$ cat src/rtl/uart_rx_fifo.sv
// UART receive FIFO: buffers strobed bytes from the UART core and
// presents them on a first-word-fall-through valid/ready read port.
module uart_rx_fifo #(
  parameter int P_DATA_WIDTH = 8,
  parameter int P_DEPTH      = 16,
  parameter int P_ADDR_WIDTH = 4,
  parameter int P_IRQ_LEVEL  = 8
) (
  input  logic                    clock,
  input  logic                    reset,
  input  logic [P_DATA_WIDTH-1:0] i_rx_data,
  input  logic                    i_rx_valid,
  output logic [P_DATA_WIDTH-1:0] o_rd_data,
  output logic                    o_rd_valid,
  input  logic                    i_rd_ready,
  input  logic                    i_flush,
  input  logic                    i_overflow_clr,
  output logic [P_ADDR_WIDTH:0]   o_count,
  output logic                    o_empty,
  output logic                    o_full,
  output logic                    o_overflow,
  output logic                    o_level_irq
);

  localparam logic [P_ADDR_WIDTH:0] C_FULL =
    (P_ADDR_WIDTH+1)'(P_DEPTH);
  localparam logic [P_ADDR_WIDTH:0] C_IRQ =
    (P_ADDR_WIDTH+1)'(P_IRQ_LEVEL);

  logic [P_DATA_WIDTH-1:0] mem [P_DEPTH];
  logic [P_ADDR_WIDTH-1:0] wr_ptr;
  logic [P_ADDR_WIDTH-1:0] rd_ptr;
  logic [P_ADDR_WIDTH:0]   count;
  logic                    overflow;

  logic not_empty;
  logic is_full;
  logic pop;
  logic push;
  logic drop;

  assign not_empty = (count != '0);
  assign is_full   = (count == C_FULL);
  assign pop       = not_empty & i_rd_ready & ~i_flush;
  // A pop frees the slot the incoming byte needs, even when full.
  assign push      = i_rx_valid & ~i_flush & (~is_full | pop);
  assign drop      = i_rx_valid & ~i_flush & is_full & ~pop;

  always_ff @(posedge clock) begin
    if (push) begin
      mem[wr_ptr] <= i_rx_data;
    end
  end

  always_ff @(posedge clock) begin
    if (reset) begin
      wr_ptr   <= '0;
      rd_ptr   <= '0;
      count    <= '0;
      overflow <= 1'b0;
    end else begin
      if (i_flush) begin
        rd_ptr <= wr_ptr;
        count  <= '0;
      end else begin
        if (push) begin
          wr_ptr <= wr_ptr + 1'b1;
        end
        if (pop) begin
          rd_ptr <= rd_ptr + 1'b1;
        end
        if (push && !pop) begin
          count <= count + 1'b1;
        end else if (pop && !push) begin
          count <= count - 1'b1;
        end
      end
      if (drop) begin
        overflow <= 1'b1;
      end else if (i_overflow_clr) begin
        overflow <= 1'b0;
      end
    end
  end

  assign o_rd_valid  = not_empty;
  assign o_rd_data   = not_empty ? mem[rd_ptr] : '0;
  assign o_count     = count;
  assign o_empty     = ~not_empty;
  assign o_full      = is_full;
  assign o_overflow  = overflow;
  assign o_level_irq = (count >= C_IRQ);

endmodule

$ cat config.mk
export PLATFORM = sky130hd
export DESIGN_NAME = uart_rx_fifo
export DESIGN_NICKNAME = d
export VERILOG_FILES = /design/src/rtl/uart_rx_fifo.sv
export SDC_FILE = /design/constraint.sdc
export NUM_CORES = 1
export LEC_CHECK = 0
export BUFFER_PORTS_ARGS = -buffer_cell sky130_fd_sc_hd__buf_2
export CORE_AREA = 2 2 126 128
export DETAILED_ROUTE_END_ITERATION = 16
export DIE_AREA = 0 0 128 130
export PLACE_DENSITY_LB_ADDON = 0.2
export REMOVE_ABC_BUFFERS = 1
export SLEW_MARGIN = 25
export SYNTH_ARGS = -nofsm -noshare
export SYNTH_HDL_FRONTEND = slang
export SYNTH_SLANG_ARGS = --single-unit
$ cat constraint.sdc
create_clock -name clock -period 6.1 [get_ports clock]
set_input_delay 1.22 -clock clock [delete_from_list [all_inputs] [get_ports clock]]
set_output_delay 1.22 -clock clock [all_outputs]
set_load 0.05 [all_outputs]
==> out/metrics.csv, run 1 <==
stage,metric,value,unit
outcome,outcome,"finished, final reports clean",
global_routing,global route total overflow,0,
drt,number of vias in the routed layout,3090,
cells_and_area,fraction of layout cells with a size suffix above 1,0.269,
yosys,synth warn,0,
yosys,top-area cell type share of the netlist area,0.643,
yosys,Area contributors post-synth,"edfxtp_1 (64%), mux4_2 (12%), dfxtp_1 (6.0%)",
clock_tree,CTS tree,built,
timing,Final Skew,0.00562,ns
drt,vias per cell,5.37,
worst_setup_path,crit-path max FO,32,
timing,final setup TNS,0,ns
cells_and_area,Finished Cell Area,6910,um2
drt,Routed Wire Length,11500,um
clock_tree,CTS Buf Count,17,
yosys,mean area per synthesized cell,17.8,um2
floorplan,die area,16600,um2
floorplan,row cnt,46,
timing,RSZ-0062 raised after global routing,false,
floorplan,Die Ht,130,um
yosys,synthesized cell area,5980,um2
yosys,ys flop type,edfxtp_1,
global_routing,vias in the first global route,3157,
clock_tree,CTS-repair resized insts,0,
clock_tree,CTS Root Cell,clkbuf_16,
yosys,Synth cell types,44,
worst_hold_path,HP Class,reg -> reg,
drt,DRC Markers,0,
timing,final worst path period share,0.631,
pwr,Reg power frac,0.471,
worst_setup_path,Crit path required time,4.88,ns
cells_and_area,ANT cells,0,
drt,drt wl/cell,20.0,um
timing,Worst-Margin Slew,0.942,ns
floorplan,Ports,32,
cells_and_area,Layout area overhead,15.6,%
global_routing,initial antenna violation count,0,
floorplan,Initial Utilization,0.387,
pwr,power share of the clock group,0.442,
yosys,#FFs+latches synth,146,
floorplan,core footprint,15400,um2
worst_setup_path,critical path arrival,2.63,ns
pwr,pwr/cell area,346,nW/um2
pwr,Leak,2.28,nW
global_routing,first-pass GRT wire length,18300,um
yosys,most common cell in the netlist,edfxtp_1,
drt,Starting DRT DRC Count,329,
timing,f_max,260,MHz
pwr,combinational power share,0.087,
clock_tree,Max clock buf depth,2,
yosys,"top cells by count, synth","edfxtp_1 (128), mux4_2 (32), dfxtp_1 (18), a211oi_1 (17), nor2_1 (16)",
timing,setup violators final,0,
global_routing,largest net degree at the start of global routing,33,
pwr,Psw,539,uW
timing,final-report hold violation count,0,
timing,Period minus WS final,3.85,ns
placed_design,port bufs,31,
placed_design,Routability Congestion,0.755,
yosys,post-synthesis sequential area ratio,0.703,
clock_tree,post-CTS setup buffers,0,
yosys,"Async S/R FF share, synth",0,
clock_tree,H-tree lvl count,4,
placed_design,Placed Area,6310,um2
drt,DRT Pass-1 Iters,4,
yosys,Post-synth EDFFs,128,
clock_tree,Skew-Pair Late Insertion Delay,0.41,ns
global_routing,gr usage total,0.152,
timing,Slew headroom,0.372,
timing,final slew viol count,0,
clock_tree,clk slew on worst S/H paths,0.05,ns
pwr,VDD IR max,0.172,mV
clock_tree,CTS Hold Bufs,0,
worst_setup_path,startpoint types,flop,
placed_design,DP Wirelength,7330,um
cells_and_area,final net count,394,
worst_setup_path,Setup Crit Path Kind,reg -> out,
drt,Final ANT Viol Nets,0,
yosys,largest area contributor in the netlist,edfxtp_1,
run,maxcap violations,0,
pwr,Sw Share,0.226,
yosys,synthesized instance count,336,
clock_tree,Clock Sinks,146,
pwr,P_int,1.85,mW
worst_setup_path,CP Capture Type,output pin,
floorplan,Die X,128,um
-- layout make-up --
| cell class | instances | area [um2] |
|---|---|---|
| inverters | 8 | 32.5 |
| multi-input cells | 163 | 1650 |
| well taps | 192 | 240 |
| fillers | 1348 | 8520 |
| clock buffers | 19 | 433 |
| clock inverters | 13 | 166 |
| flip-flops and latches | 146 | 4210 |
| repair buffers | 34 | 178 |
-- power by group through the flow --
stage | sequential, mW | combinational, mW | clock [mW]
floorplan | 1.15 | 0.144 | 0
detailed placement | 1.15 | 0.210 | 0
global placement | 1.15 | 0.209 | 0
global route | 1.13 | 0.224 | 1.11
CTS | 1.13 | 0.211 | 1.08
finish | 1.13 | 0.208 | 1.05
-- final timing paths --
path	cells past startpoint	slack [ns]	end	startpoint
min	2	0.49	o_overflow	o_overflow
max reg2reg	11	2.76	o_count[4]	o_count[0]
min reg2reg	2	0.49	o_overflow	o_overflow
max	4	2.25	o_rd_data[2]	flop
-- state kept, by name (all words and copies together) (netlist names), named ones only --
register	cells
mem	128
o_count	5
o_overflow	1
rd_ptr	4
wr_ptr	4
-- critical path, stage by stage, from the launching register on --
cell,delay (ns)
dfxtp_2,0.93
mux4_2,0.62
mux2i_1,0.25
a211oi_1,0.13
buf_2,0.26
-- placed cells by master, fill, tap and decap left out, types with 4 or more instances in the layout --
cell type	instances
nor2_1	16
mux4_2	32
nor2b_1	9
nand3_1	11
clkinv_1	4
ha_1	9
clkbuf_16	17
a211oi_1	17
inv_1	7
nor3_1	7
mux2i_1	9
nand2_1	4
and3_1	8
edfxtp_1	128
buf_2	31
dfxtp_1	16
bufinv_16	4
a21oi_1	7
-- per-layer routing --
metal  vias up  wire length (um)  global-route usage
met3        14               557              0.0385
met4         0               148              0.0601
met1      1592              5000               0.196
li1       1418                 -                   -
met2        66              5810               0.251
met5         -                 0                   0
-- kinds of logic after synthesis --
kind of cell | Yosys count | synth area share
buf+inv | 27 | 0.0207
mux | 41 | 0.136
flops | 146 | 0.703
fa+ha+maj | 10 | 0.0222
xor+xnor | 5 | 0.00733
simple gates | 67 | 0.0599
compound gates | 40 | 0.0509
-- per-stage QoR --
step | instances | hold WS [ns] | utilization | setup slack, ns | power (mW)
global route | 575 | 0.512 | 0.448 | 2.06 | 2.47
detailed placement | 543 | 0.491 | 0.409 | 2.31 | 1.36
CTS | 575 | 0.501 | 0.448 | 1.84 | 2.42
finish | 575 | 0.492 | 0.448 | 2.25 | 2.39
floorplan | 317 | 0.475 | - | 1.85 | 1.29
global placement | 543 | 0.451 | 0.409 | 2.32 | 1.36
No activity file was read; power rests on OpenSTA's default activity.
==> run 2: changes to the inputs <==
==> constraint.sdc (replaced) <==
create_clock -name clock -period 3.9 [get_ports clock]
set_input_delay 0.78 -clock clock [delete_from_list [all_inputs] [get_ports clock]]
set_output_delay 0.78 -clock clock [all_outputs]
set_load 0.05 [all_outputs]
==> out/metrics.csv, run 2 (synthesis gave the netlist of run 1 again) <==
stage,metric,value,unit,change
worst_setup_path,startpoint types,flop,,
clock_tree,CTS-repair resized insts,0,,unchanged
floorplan,core footprint,15400,um2,unchanged
clock_tree,Clock Sinks,146,,unchanged
pwr,combinational power share,0.093,,+0.006
worst_setup_path,Setup Crit Path Kind,reg -> out,,
cells_and_area,Finished Cell Area,6940,um2,+0.49%
placed_design,Routability Congestion,0.786,,+4.1%
timing,final slew viol count,0,,unchanged
floorplan,row cnt,46,,unchanged
timing,Worst-Margin Slew,0.953,ns,+0.0113 ns
cells_and_area,ANT cells,0,,unchanged
cells_and_area,Non-Filler Instances,580,,+0.87%
drt,drt wl/cell,19.8,um,-0.98%
pwr,Sw Share,0.225,,-0.000968
worst_hold_path,HP Class,reg -> reg,,
clock_tree,clk slew on worst S/H paths,0.06,ns,about the same
drt,Final ANT Viol Nets,0,,unchanged
clock_tree,CTS Hold Bufs,0,,unchanged
pwr,power share of the clock group,0.439,,-0.003
floorplan,Ports,32,,unchanged
placed_design,Placed Area,6340,um2,+0.60%
drt,DRT Pass-1 Iters,4,,unchanged
outcome,outcome,"finished, final reports clean",,
timing,worst hold slack,0.471,ns,-0.0211 ns
worst_hold_path,hold wc startpoint,o_overflow,,
placed_design,Placed Cells,548,,+0.92%
worst_setup_path,Worst R2R Start,o_count[0],,
placed_design,DP Wirelength,7440,um,+1.4%
worst_setup_path,CP Capture Type,output pin,,
floorplan,Initial Utilization,0.387,,unchanged
pwr,Reg power frac,0.468,,-0.003
worst_hold_path,worst hold path depth,2,,unchanged
floorplan,Die X,128,um,unchanged
global_routing,vias in the first global route,3228,,+2.2%
pwr,pwr/cell area,538,nW/um2,+56%
timing,f_max,299,MHz,
cells_and_area,final net count,399,,+1.3%
run,maxcap violations,0,,unchanged
timing,Final Skew,0.00719,ns,+0.00157 ns
global_routing,initial antenna violation count,0,,unchanged
global_routing,global route total overflow,0,,unchanged
cells_and_area,Filler Cell Count,1359,,+0.82%
timing,RSZ-0062 raised after global routing,false,,
global_routing,first-pass GRT wire length,18200,um,-0.45%
placed_design,port bufs,31,,unchanged
clock_tree,post-CTS setup buffers,0,,unchanged
floorplan,Die Ht,130,um,unchanged
pwr,P_int,2.89,mW,+57%
drt,Starting DRT DRC Count,262,,-20%
clock_tree,CTS tree,built,,
floorplan,die area,16600,um2,unchanged
clock_tree,CTS Root Cell,clkbuf_16,,
drt,Routed Wire Length,11500,um,-0.12%
pwr,total power,3.73,mW,+56%
drt,number of vias in the routed layout,3066,,-0.78%
cells_and_area,Layout area overhead,16.1,%,
pwr,Leak,2.30,nW,+0.96%
worst_setup_path,Crit path required time,3.12,ns,-1.76 ns
timing,setup violators final,0,,unchanged
cells_and_area,"commonest non-fill, non-tap cell in the layout",edfxtp_1,,
timing,Period minus WS final,3.34,ns,
pwr,VDD IR max,0.328,mV,+91%
clock_tree,H-tree lvl count,4,,unchanged
clock_tree,Max clock buf depth,2,,unchanged
worst_setup_path,critical path arrival,2.56,ns,-0.07 ns
cells_and_area,most frequent cells in the layout,"edfxtp_1 (128), mux4_2 (32), buf_2 (31)",,
timing,final worst path period share,0.857,,
cells_and_area,fraction of layout cells with a size suffix above 1,0.278,,+0.00942
timing,final-report hold violation count,0,,unchanged
cells_and_area,Biggest register,mem,,
drt,vias per cell,5.29,,-1.6%
worst_setup_path,crit-path max FO,16,,-50%
drt,DRC Markers,0,,unchanged
pwr,Psw,839,uW,+56%
global_routing,gr usage total,0.153,,+0.00124
timing,Slew headroom,0.362,,-0.00986
clock_tree,Skew-Pair Late Insertion Delay,0.42,ns,about the same
clock_tree,CTS Buf Count,17,,unchanged
global_routing,largest net degree at the start of global routing,18,,-45%
worst_setup_path,Reg2Reg Depth,12,,+1
cells_and_area,"Core Util, Final",0.450,,+0.00219
cells_and_area,max FFs per register,128,,unchanged
==> run 2: power by group through the flow <==
stage / sequential (mW) / combinational [mW] / clock, mW
final: 1.75 / 0.348 / 1.64
after global routing: 1.75 / 0.375 / 1.74
after CTS: 1.75 / 0.353 / 1.67
after detailed placement: 1.78 / 0.352 / 0
after global placement: 1.78 / 0.348 / 0
after floorplan: 1.79 / 0.225 / 0
==> run 2: path summary, 6_finish.rpt <==
check	endpoint	slack, ns
min	o_overflow	0.47
min reg2reg	o_overflow	0.47
max	o_rd_data[1]	0.56
max reg2reg	o_count[4]	0.82
==> run 2: final cells by class <==
class | instances | area, um2 | share of cell area
flip-flops and latches | 146 | 4210 | 0.606
repair buffers | 39 | 215 | 0.0310
clock inverters | 14 | 169 | 0.0243
well taps | 192 | 240 | 0.0346
multi-input cells | 163 | 1650 | 0.238
clock buffers | 18 | 429 | 0.0618
inverters | 8 | 32.5 | 0.00469
==> run 2: layer usage <==
| layer | vias to the layer above | part of all wire | wire (um) | track usage |
|---|---|---|---|---|
| met2 | 55 | 0.49 | 5620 | 0.252 |
| li1 | 1423 | - | - | - |
| met5 | - | 0 | 0 | 0 |
| met4 | 0 | 0.013 | 148 | 0.0543 |
| met1 | 1575 | 0.46 | 5340 | 0.197 |
| met3 | 13 | 0.035 | 397 | 0.0439 |
==> run 2: critical path, cell delays in order, from the launching register on <==
cell and delay, ns:
dfxtp_1 0.62, buf_4 0.41, mux4_2 0.26, a211oi_1 0.07, a211oi_1 0.42, buf_2 0.35
==> run 2: metrics by stage <==
| step | setup slack (ns) | setup TNS (ns) |
|---|---|---|
| floorplan | -0.0266 | -0.0266 |
| global placement | 0.793 | 0 |
| detailed placement | 0.667 | 0 |
| CTS | 0.501 | 0 |
| global route | 0.434 | 0 |
| finish | 0.558 | 0 |
==> run 3: changes to the inputs <==
--- a/config.mk
+++ b/config.mk
@@ -9,7 +9,6 @@
 export CORE_AREA = 2 2 126 128
 export DETAILED_ROUTE_END_ITERATION = 16
 export DIE_AREA = 0 0 128 130
-export PLACE_DENSITY_LB_ADDON = 0.2
 export REMOVE_ABC_BUFFERS = 1
 export SLEW_MARGIN = 25
 export SYNTH_ARGS = -nofsm -noshare
==> out/metrics.csv, run 3 (synthesis gave the netlist of run 1 again) <==
stage,metric,value,unit,change
outcome,outcome,"finished, final reports clean",,
worst_setup_path,reg-to-reg endpoint,o_count[4],,
clock_tree,CTS Hold Bufs,0,,unchanged
run,maxcap violations,0,,unchanged
drt,number of vias in the routed layout,3060,,-0.20%
cells_and_area,max FFs per register,128,,unchanged
worst_hold_path,hold wc startpoint,o_overflow,,
worst_setup_path,Crit path required time,3.12,ns,about the same
worst_setup_path,"CP delay by family, top",flip-flops,,
drt,drt wl/cell,19.4,um,-2.4%
worst_setup_path,Reg2Reg Depth,12,,unchanged
worst_setup_path,crit-path max FO,14,,-2
floorplan,Ports,32,,unchanged
placed_design,Routability Congestion,0.786,,about the same
clock_tree,CTS Buf Count,17,,unchanged
worst_setup_path,WP buf/inv,2,,unchanged
worst_setup_path,critical path arrival,2.65,ns,+0.09 ns
timing,Slew headroom,0.385,,+0.0231
cells_and_area,Layout area overhead,17.1,%,
timing,f_max,291,MHz,-2.7%
floorplan,row cnt,46,,unchanged
clock_tree,Skew-Pair Late Insertion Delay,0.41,ns,about the same
timing,final slew viol count,0,,unchanged
pwr,VDD IR max,0.293,mV,-11%
worst_setup_path,Worst path slowest cell,dfxtp_2,,
drt,Final ANT Viol Nets,0,,unchanged
global_routing,global route total overflow,0,,unchanged
worst_setup_path,Crit path largest cell delay,0.62,ns,about the same
global_routing,initial antenna violation count,0,,unchanged
timing,Final Skew,0.00804,ns,+0.000848 ns
worst_setup_path,Worst R2R Start,o_count[0],,
floorplan,Die Ht,130,um,unchanged
cells_and_area,most frequent cells in the layout,"edfxtp_1 (128), mux4_2 (32), buf_2 (31)",,
global_routing,first-pass GRT wire length,17500,um,-3.7%
global_routing,largest net degree at the start of global routing,33,,+15
floorplan,core footprint,15400,um2,unchanged
drt,Starting DRT DRC Count,227,,-13%
clock_tree,CTS Root Cell,clkbuf_16,,
timing,setup violators final,0,,unchanged
worst_setup_path,CP cell instances,"buf_4, mux4_2, a211oi_1, a211oi_1, buf_2",,
pwr,total power,3.83,mW,+2.6%
worst_setup_path,Setup Crit Path Kind,reg -> out,,
placed_design,DP Wirelength,7330,um,-1.4%
floorplan,Initial Utilization,0.387,,unchanged
cells_and_area,register area,4210,um2,unchanged
placed_design,Placed Area,6360,um2,+0.20%
cells_and_area,area taken by multi-input logic gates,1650,um2,+0.15%
clock_tree,CTS-repair resized insts,0,,unchanged
pwr,pwr/cell area,547,nW/um2,+1.8%
worst_hold_path,worst hold path depth,2,,unchanged
worst_hold_path,HP Class,reg -> reg,,
timing,final worst path period share,0.881,,+0.0238
worst_setup_path,CP dominant cell by count,a211oi_1,,
timing,RSZ-0062 raised after global routing,false,,
global_routing,gr usage total,0.144,,-0.00908
floorplan,die area,16600,um2,unchanged
cells_and_area,ANT cells,0,,unchanged
cells_and_area,fraction of layout cells with a size suffix above 1,0.289,,+0.0103
worst_hold_path,"Endpoint, Worst Hold",o_overflow,,
drt,vias per cell,5.28,,-0.20%
cells_and_area,Non-Filler Instances,580,,unchanged
timing,final-report hold violation count,0,,unchanged
clock_tree,H-tree lvl count,4,,unchanged
cells_and_area,final net count,399,,unchanged
placed_design,port bufs,31,,unchanged
clock_tree,CTS tree,built,,
cells_and_area,Biggest register,mem,,
pwr,Leak,2.32,nW,+0.94%
clock_tree,clk slew on worst S/H paths,0.06,ns,about the same
cells_and_area,Finished Cell Area,7000,um2,+0.79%
floorplan,Die X,128,um,unchanged
timing,Worst-Margin Slew,0.919,ns,-0.0345 ns
drt,DRC Markers,0,,unchanged
timing,Period minus WS final,3.43,ns,+0.0928 ns
clock_tree,post-CTS setup buffers,0,,unchanged
clock_tree,Clock Sinks,146,,unchanged
placed_design,Placed Cells,548,,unchanged
drt,Routed Wire Length,11200,um,-2.4%
cells_and_area,Filler Cell Count,1335,,-1.8%
worst_setup_path,CP Capture Type,output pin,,
worst_setup_path,FF-to-FF setup slack,0.81,ns,about the same
global_routing,vias in the first global route,3127,,-3.1%
cells_and_area,"commonest non-fill, non-tap cell in the layout",edfxtp_1,,
worst_setup_path,startpoint types,flop,,
drt,DRT Pass-1 Iters,4,,unchanged
clock_tree,Max clock buf depth,2,,unchanged
[run 3: worst max-delay path by stage]
stage                    start      endpoint  slack, ns  cells after the start
global route              flop  o_rd_data[2]       0.32                      5
CTS                       flop  o_rd_data[2]       0.42                      5
floorplan           o_count[0]    o_count[4]      -0.03                     11
finish                    flop  o_rd_data[2]       0.47                      5
detailed placement     i_flush    o_count[4]       0.67                     11
global placement       i_flush    o_count[4]       0.79                     11
[run 3: area by class of cell]
cell class              instances  area share
flip-flops and latches        146       0.601
multi-input cells             163       0.236
clock buffers                  17      0.0608
well taps                     192      0.0343
repair buffers                 39      0.0325
clock inverters                15      0.0304
inverters                       8     0.00465
[run 3: power breakdown]
part / internal, mW / leakage (nW) / switching (mW) / total, mW
registers: 1.72 / 1.30 / 0.0238 / 1.74
clock network: 1.13 / 0.306 / 0.602 / 1.73
logic: 0.127 / 0.712 / 0.232 / 0.359
[run 3: metal layers]
layer | track usage | part of all wire | routed length [um] | vias to the layer above
met2 | 0.239 | 0.51 | 5670 | 64
met1 | 0.187 | 0.44 | 4990 | 1564
met3 | 0.0422 | 0.041 | 464 | 9
met5 | 0 | 0 | 0 | -
met4 | 0.0407 | 0.0088 | 99 | 0
li1 | - | - | - | 1423
[run 3: tightest hold or removal path: stages, from the launching register on]
cell	delay, ns
dfxtp_1	0.31
nand2b_1	0.06
a21oi_1	0.05
[run 3: through the flow]
stage / util / setup WS [ns] / TNS, ns / hold WS, ns
6_report: 0.454 / 0.465 / 0 / 0.471
4_1_cts: 0.453 / 0.418 / 0 / 0.477
2_1_floorplan: - / -0.0266 / -0.0266 / 0.475
3_3_place_gp: 0.412 / 0.795 / 0 / 0.456
3_5_place_dp: 0.412 / 0.671 / 0 / 0.465
5_1_grt: 0.454 / 0.323 / 0 / 0.507
